File: config.mk
export PLATFORM = sky130hd
export DESIGN_NAME = vga_scanout
export DESIGN_NICKNAME = d
export VERILOG_FILES = /design/src/rtl/video_pkg.sv /design/src/rtl/video_timing_counter.sv /design/src/rtl/vga_scanout.sv
export SDC_FILE = /design/constraint.sdc
export NUM_CORES = 1
export LEC_CHECK = 0
export ABC_AREA = 1
export CAP_MARGIN = 30
export CORE_MARGIN = 4
export CORE_UTILIZATION = 50
export DETAILED_ROUTE_END_ITERATION = 8
export MAX_ROUTING_LAYER = met4
export PLACE_DENSITY = 0.82
export REMOVE_ABC_BUFFERS = 1
export SYNTH_ARGS = -nofsm -noshare
export SYNTH_HDL_FRONTEND = slang
export SYNTH_SLANG_ARGS = --single-unit
File: constraint.sdc
create_clock -name clk -period 4.8 [get_ports clk]
set_input_delay 0.96 -clock clk [delete_from_list [all_inputs] [get_ports clk]]
set_output_delay 0.96 -clock clk [all_outputs]
set_load 0.005 [all_outputs]
File: src/rtl/video_pkg.sv
// video_pkg: shared 640x480@60 timing defaults, pixel control word and colour-bar helper
package video_pkg;
    localparam int H_ACTIVE_640       = 640;
    localparam int H_FP_640           = 16;
    localparam int H_SYNC_640         = 96;
    localparam int H_BP_640           = 48;
    localparam int V_ACTIVE_480       = 480;
    localparam int V_FP_480           = 10;
    localparam int V_SYNC_480         = 2;
    localparam int V_BP_480           = 33;
    localparam int CDIV_25M_FROM_100M = 4;
    localparam int MAX_CW             = 8;

    // Everything the output stage needs about one pixel, captured on its fetch tick
    typedef struct packed {
        logic       act;
        logic       hs;
        logic       vs;
        logic       fb;
        logic       first;
        logic [2:0] bar;
    } pix_ctl_t;

    // {r,g,b} in MAX_CW-wide slots; only the low cw bits of each slot are ever set
    function automatic logic [3*MAX_CW-1:0] bar_colour(input logic [2:0] i, input int cw);
        logic [MAX_CW-1:0] ones;
        ones = MAX_CW'((1 << cw) - 1);
        return {ones & {MAX_CW{i[2]}}, ones & {MAX_CW{i[1]}}, ones & {MAX_CW{i[0]}}};
    endfunction
endpackage

File: src/rtl/video_timing_counter.sv
// video_timing_counter: pixel-tick divider, h/v raster counters and region decode
// Ports: clk, rst (async, active-high); tick_o one-clk pixel strobe; hc_o/vc_o raster
//        position; active_o visible region; hsync_o/vsync_o raw sync, 1 = in sync pulse
module video_timing_counter
    import video_pkg::*;
#(
    parameter  int H_ACTIVE = H_ACTIVE_640,
    parameter  int H_FP     = H_FP_640,
    parameter  int H_SYNC   = H_SYNC_640,
    parameter  int H_BP     = H_BP_640,
    parameter  int V_ACTIVE = V_ACTIVE_480,
    parameter  int V_FP     = V_FP_480,
    parameter  int V_SYNC   = V_SYNC_480,
    parameter  int V_BP     = V_BP_480,
    parameter  int CDIV     = CDIV_25M_FROM_100M,
    localparam int HW       = $clog2(H_ACTIVE + H_FP + H_SYNC + H_BP + 1),
    localparam int VW       = $clog2(V_ACTIVE + V_FP + V_SYNC + V_BP + 1)
) (
    input  logic          clk,
    input  logic          rst,
    output logic          tick_o,
    output logic [HW-1:0] hc_o,
    output logic [VW-1:0] vc_o,
    output logic          active_o,
    output logic          hsync_o,
    output logic          vsync_o
);
    localparam int H_TOT = H_ACTIVE + H_FP + H_SYNC + H_BP;
    localparam int V_TOT = V_ACTIVE + V_FP + V_SYNC + V_BP;
    localparam int DW    = $clog2(CDIV);

    logic [DW-1:0] div_q, div_d;
    logic [HW-1:0] hc_q, hc_d;
    logic [VW-1:0] vc_q, vc_d;
    logic          tick, h_wrap;

    always_comb begin
        tick   = div_q == DW'(CDIV - 1);
        h_wrap = hc_q == HW'(H_TOT - 1);
        div_d  = tick ? '0 : div_q + DW'(1);
        hc_d   = !tick ? hc_q : h_wrap ? '0 : hc_q + HW'(1);
        vc_d   = !(tick && h_wrap) ? vc_q : (vc_q == VW'(V_TOT - 1)) ? '0 : vc_q + VW'(1);
    end

    always_ff @(posedge clk or posedge rst) begin
        if (rst) begin
            div_q <= '0;
            hc_q  <= '0;
            vc_q  <= '0;
        end else begin
            div_q <= div_d;
            hc_q  <= hc_d;
            vc_q  <= vc_d;
        end
    end

    assign tick_o   = tick;
    assign hc_o     = hc_q;
    assign vc_o     = vc_q;
    assign active_o = (hc_q < HW'(H_ACTIVE)) && (vc_q < VW'(V_ACTIVE));
    assign hsync_o  = (hc_q >= HW'(H_ACTIVE + H_FP)) && (hc_q < HW'(H_ACTIVE + H_FP + H_SYNC));
    assign vsync_o  = (vc_q >= VW'(V_ACTIVE + V_FP)) && (vc_q < VW'(V_ACTIVE + V_FP + V_SYNC));
endmodule

File: src/rtl/vga_scanout.sv
// vga_scanout: VGA scan-out with framebuffer fetch or colour-bar fallback
// Ports: clk, rst (async, active-high); fb_en selects framebuffer (1) or bars (0);
//        fb_rd/fb_addr/fb_rdata fixed-latency framebuffer read port; r/g/b colour pins;
//        h/v sync pins; frame_start one-clk pulse when pixel (0,0) reaches the pins
module vga_scanout
    import video_pkg::*;
#(
    parameter int H_ACTIVE  = H_ACTIVE_640,
    parameter int H_FP      = H_FP_640,
    parameter int H_SYNC    = H_SYNC_640,
    parameter int H_BP      = H_BP_640,
    parameter int V_ACTIVE  = V_ACTIVE_480,
    parameter int V_FP      = V_FP_480,
    parameter int V_SYNC    = V_SYNC_480,
    parameter int V_BP      = V_BP_480,
    parameter int CDIV      = CDIV_25M_FROM_100M,
    parameter int FETCH_LAT = 2,
    parameter int CW        = 3,
    parameter int HS_POL    = 0,
    parameter int VS_POL    = 0,
    parameter int AW        = 19
) (
    input  logic            clk,
    input  logic            rst,
    input  logic            fb_en,
    output logic            fb_rd,
    output logic [AW-1:0]   fb_addr,
    input  logic [3*CW-1:0] fb_rdata,
    output logic [CW-1:0]   r,
    output logic [CW-1:0]   g,
    output logic [CW-1:0]   b,
    output logic            h,
    output logic            v,
    output logic            frame_start
);
    localparam int HW  = $clog2(H_ACTIVE + H_FP + H_SYNC + H_BP + 1);
    localparam int VW  = $clog2(V_ACTIVE + V_FP + V_SYNC + V_BP + 1);
    localparam int BW  = H_ACTIVE / 8;
    localparam int BCW = $clog2(BW + 1);

    logic                tick, active, hsync, vsync, first;
    logic [HW-1:0]       hc;
    logic [VW-1:0]       vc;
    logic                src_q, src_d, src_cur;
    logic [AW-1:0]       addr_q, addr_d, addr_cur;
    logic [BCW-1:0]      bcnt_q, bcnt_d, bcnt_cur;
    logic [2:0]          bar_q, bar_d, bar_cur;
    logic                bar_last;
    pix_ctl_t            ctl_q, ctl_d;
    logic [FETCH_LAT-1:0] pipe_q, pipe_d;
    logic [3*CW-1:0]     hold_q, hold_d, rgb_q, rgb_d, bar_rgb;
    logic [3*MAX_CW-1:0] bc;
    logic                h_q, h_d, v_q, v_d, fs_q, fs_d;

    video_timing_counter #(
        .H_ACTIVE (H_ACTIVE),
        .H_FP     (H_FP),
        .H_SYNC   (H_SYNC),
        .H_BP     (H_BP),
        .V_ACTIVE (V_ACTIVE),
        .V_FP     (V_FP),
        .V_SYNC   (V_SYNC),
        .V_BP     (V_BP),
        .CDIV     (CDIV)
    ) u_timing (
        .clk      (clk),
        .rst      (rst),
        .tick_o   (tick),
        .hc_o     (hc),
        .vc_o     (vc),
        .active_o (active),
        .hsync_o  (hsync),
        .vsync_o  (vsync)
    );

    // At (0,0) the live fb_en, a zero address and bar 0 are used directly, so a
    // same-clk fb_en toggle is honoured and no wrap logic is needed at frame/line end.
    always_comb begin
        first    = (hc == '0) && (vc == '0);
        src_cur  = first ? fb_en : src_q;
        addr_cur = first ? '0 : addr_q;
        bcnt_cur = (hc == '0) ? '0 : bcnt_q;
        bar_cur  = (hc == '0) ? 3'd0 : bar_q;
        bar_last = bcnt_cur == BCW'(BW - 1);
        fb_rd    = tick && active && src_cur;
        fb_addr  = addr_cur;
        src_d    = (tick && first) ? fb_en : src_q;
        addr_d   = (tick && active) ? addr_cur + AW'(1) : addr_cur;
        bcnt_d   = !(tick && active) ? bcnt_cur : bar_last ? '0 : bcnt_cur + BCW'(1);
        bar_d    = (tick && active && bar_last) ? bar_cur + 3'd1 : bar_cur;
        ctl_d    = tick ? pix_ctl_t'{act: active, hs: hsync, vs: vsync, fb: src_cur,
                                     first: first, bar: bar_cur} : ctl_q;
        // Read strobe delay line; its top bit marks the clk fb_rdata is valid
        pipe_d   = FETCH_LAT'({pipe_q, fb_rd});
        hold_d   = pipe_q[FETCH_LAT-1] ? fb_rdata : hold_q;
        bc       = bar_colour(ctl_q.bar, CW);
        bar_rgb  = {CW'(bc >> (2 * MAX_CW)), CW'(bc >> MAX_CW), CW'(bc)};
        rgb_d    = !tick ? rgb_q : !ctl_q.act ? '0 : ctl_q.fb ? hold_q : bar_rgb;
        h_d      = tick ? (ctl_q.hs ~^ 1'(HS_POL)) : h_q;
        v_d      = tick ? (ctl_q.vs ~^ 1'(VS_POL)) : v_q;
        fs_d     = tick && ctl_q.first;
    end

    always_ff @(posedge clk or posedge rst) begin
        if (rst) begin
            src_q  <= 1'b0;
            addr_q <= '0;
            bcnt_q <= '0;
            bar_q  <= '0;
            ctl_q  <= '0;
            pipe_q <= '0;
            hold_q <= '0;
            rgb_q  <= '0;
            h_q    <= ~1'(HS_POL);
            v_q    <= ~1'(VS_POL);
            fs_q   <= 1'b0;
        end else begin
            src_q  <= src_d;
            addr_q <= addr_d;
            bcnt_q <= bcnt_d;
            bar_q  <= bar_d;
            ctl_q  <= ctl_d;
            pipe_q <= pipe_d;
            hold_q <= hold_d;
            rgb_q  <= rgb_d;
            h_q    <= h_d;
            v_q    <= v_d;
            fs_q   <= fs_d;
        end
    end

    assign r           = rgb_q[3*CW-1 -: CW];
    assign g           = rgb_q[2*CW-1 -: CW];
    assign b           = rgb_q[CW-1:0];
    assign h           = h_q;
    assign v           = v_q;
    assign frame_start = fs_q;
endmodule

==> impl_results.md <==
* Status: completed
* Ports at 44
* Grt ovf at 0
* Highest Clock Rate at 245 MHz
* Area share of the largest cell type after synthesis at 0.472
* Gate Count Post-Synth at 518
* Area of the multi-input gates at 1810 um^2
* FF+latch area at 2080 um^2
* Placed Area at 4830 um^2
* Slowest cell on the critical path: clkdlybuf4s50_1
* Total CTS buffers at 9
* Die Y at 101 um
* Syn Area/Cell at 8.29 um^2
* Synth top area cells: dfrtp_1, nand2_1, inv_1, nor2_1, xor2_1
* Main synth FF type: dfrtp_1
* Remaining antenna violation count at 0
* Busiest grt layer: met2
* Seq/Total Area, Yosys at 0.484
* Post-Place Setup Slack at 1.09 ns
* Pwr/cell area at 252 nW/um^2
* Post-CTS Resized at 0
* # setup viols final at 0
* DR vias at 3466
* Setup WS post-layout at 0.717 ns
* Routed vias/inst at 5.14
* End-of-flow core utilization at 0.605
* Synth unique cells at 39
* Clk buf depth at 2
* Clock skew at 0.0118 ns
* Fin crit period at 4.08 ns
* Final Max Tran Viols at 0
* #FFs+latches synth at 83
* Worst setup EP type: primary output
* Post-synth ARST share at 1.00
* Yosys top cell by area: dfrtp_1
* Required time of the critical path at 3.84 ns
* Hold buffers post-CTS at 0
* Area Growth Syn to Fin at 16.9%
* # port buffers at 43
* Residual DRC at 0
* CTS root buffer: clkbuf_8
* EDFF count, synth at 0
* NumNets Final at 584
* RD Place Congestion at 0.832
* Worst min-delay path class: reg2reg
* Largest net degree at the start of global routing at 36
* CP max FO at 25
* Setup CP Type: reg2out
* Routed WL at 8.68 mm
* GRT Util Overall at 0.190
* Fraction of layout cells with a size suffix above 1 at 0.107
* Worst vdd ir at 0.000135 V
* Met1 global-route usage at 0.231
* Maxcap violations at 0
* Core Region at 8300 um^2
* Clock Latency Late Sink at 0.36 ns
* Most numerous cell in the Yosys netlist: nand2_1
* Leakage at 0.00244 uW
* Cell Rows at 33
* Die area at 10100 um^2
* Initial antenna violation count at 0
* Synth top cells by count: nand2_1, inv_1, dfrtp_1
* CTS tree: done
* Worst-path cell chain: ha_1 > inv_4 > nor2_4 > nand3_2 > nor2_4 > clkinv_1 > nor2_1 > clkdlybuf4s50_1
* RSZ-0062 raised after global routing: false
* Reg2Reg Setup Slack at 2.02 ns
* Vias in the first global route at 3440
* First-pass GRT wire length at 15.2 mm
* Total power at 1260 uW
* Final TNS setup at 0 ns
* N_diodes at 0
* Initial core utilization at 0.518
* Crit-path max cell delay at 0.52 ns
* M2 GR Usage at 0.320
* Synth Warn # at 0
* Final Cycle Share at 0.851
* Final instance area at 5020 um^2
* # fillers at 719
* Crit-path most repeated cell: nor2_4
* Clk sink count at 83
* Htree depth at 3
* First-pass iteration count of the detailed router at 4
* Met3 Use GR at 0.0422
* Die width at 101 um
* Detail Placement HPWL at 6.44 mm
* CP Launch Type: flip-flop
* 1st-iter DRT viols at 158
* Crit path DAT at 3.12 ns
* Post-CTS Setup Bufs at 0
* Clock transition at path regs at 0.09 ns
* Rel. slew slack at 0.657
* Final hold vios at 0
* Tightest Pin Transition at 0.515 ns
* Post-Syn Area at 4300 um^2
* DR WL/cell at 12.9 um
-- flip-flops by register name (all words and copies together) (netlist names), 2 cells and up --
name and flops:
u_timing.vc_o 10, addr_q 19, rgb_q 9, ctl_q 5
hold_q 9, u_timing.div_q 2, bar_rgb 3, u_timing.hc_o 10
pipe_q 2, bar_q 3, bcnt_q 7
-- kinds of logic (layout without fill, tap and decap cells) --
family | Yosys count | after routing | synth area share
xor gates and xnor gates | 21 | 21 | 0.0428
adders and majority gates | 8 | 8 | 0.0233
AOI/OAI and AO/OA | 48 | 48 | 0.0612
muxes | 9 | 9 | 0.0236
buffers and inverters | 101 | 152 | 0.0938
DFF | 83 | 83 | 0.484
and+or+nand+nor | 248 | 248 | 0.271
-- report_power, final --
group	switching (uW)	internal, uW	total, uW	leakage (uW)
sequential	10.9	713	724	0.00107
clock	285	201	486	0.0000887
combinational	23.7	30.8	54.5	0.00127
total	320	945	1260	0.00244
-- worst max-delay path, delay by kind of cell, from the launching register on --
| family | cells | cell delay (ns) |
|---|---|---|
| flip-flops | 1 | 0.36 |
| buffers and inverters | 3 | 1.09 |
| adder cells (fa/ha/maj) | 1 | 0.49 |
| AND/OR/NAND/NOR | 4 | 0.82 |
-- area by class of cell --
class | instances | share of cell area
Inverter | 91 | 0.0692
Tap cell | 105 | 0.0261
Multi-Input combinational cell | 334 | 0.361
Timing Repair Buffer | 45 | 0.0911
Clock inverter | 7 | 0.0139
Sequential cell | 83 | 0.414
Clock buffer | 9 | 0.0247
-- per-layer routing --
metal | part of all wire | up-vias
met5 | 0 | -
met4 | 0.012 | 0
met3 | 0.047 | 14
met2 | 0.50 | 85
met1 | 0.44 | 1652
li1 | - | 1715
-- final timing paths --
path	cells past startpoint	end	start
max	8	fb_rd	u_timing.div_q[0]$_DFF_PP0_
min	0	pipe_q[1]$_DFF_PP0_	pipe_q[0]$_DFF_PP0_
max reg2reg	19	addr_q[12]$_DFF_PP0_	u_timing.hc_o[0]$_DFFE_PP0P_
min reg2reg	0	pipe_q[1]$_DFF_PP0_	pipe_q[0]$_DFF_PP0_
max in group asynchronous	4	h$_DFFE_PP1P_	rst
min in group asynchronous	2	rgb_q[8]$_DFFE_PP0P_	rst
-- through the flow --
stage / std cells / hold WS (ns)
floorplan: 508 / 0.331
global placement: 657 / 0.338
detailed placement: 658 / 0.338
CTS: 674 / 0.360
global route: 674 / 0.367
finish: 674 / 0.358
-- layout by cell type, fill, tap and decap left out, types with 3 or more instances in the layout --
cell / Yosys / layout
a21oi_1: 14 / 14
clkbuf_8: 0 / 9
clkdlybuf4s50_1: 0 / 43
clkinvlp_4: 0 / 3
dfrtp_1: 81 / 81
ha_1: 8 / 8
inv_1: 83 / 82
inv_2: 4 / 4
mux2_2: 9 / 9
nand2_1: 103 / 103
nand2_2: 4 / 4
nand3_1: 26 / 26
nand3_2: 4 / 4
nand4_1: 10 / 10
nor2_1: 64 / 64
nor2_2: 7 / 7
nor2_4: 4 / 4
nor3_1: 15 / 15
o21ai_0: 22 / 22
o21ai_1: 4 / 4
o21bai_1: 3 / 3
xnor2_1: 6 / 6
xor2_1: 15 / 15
(Power assumes the default switching activity.)
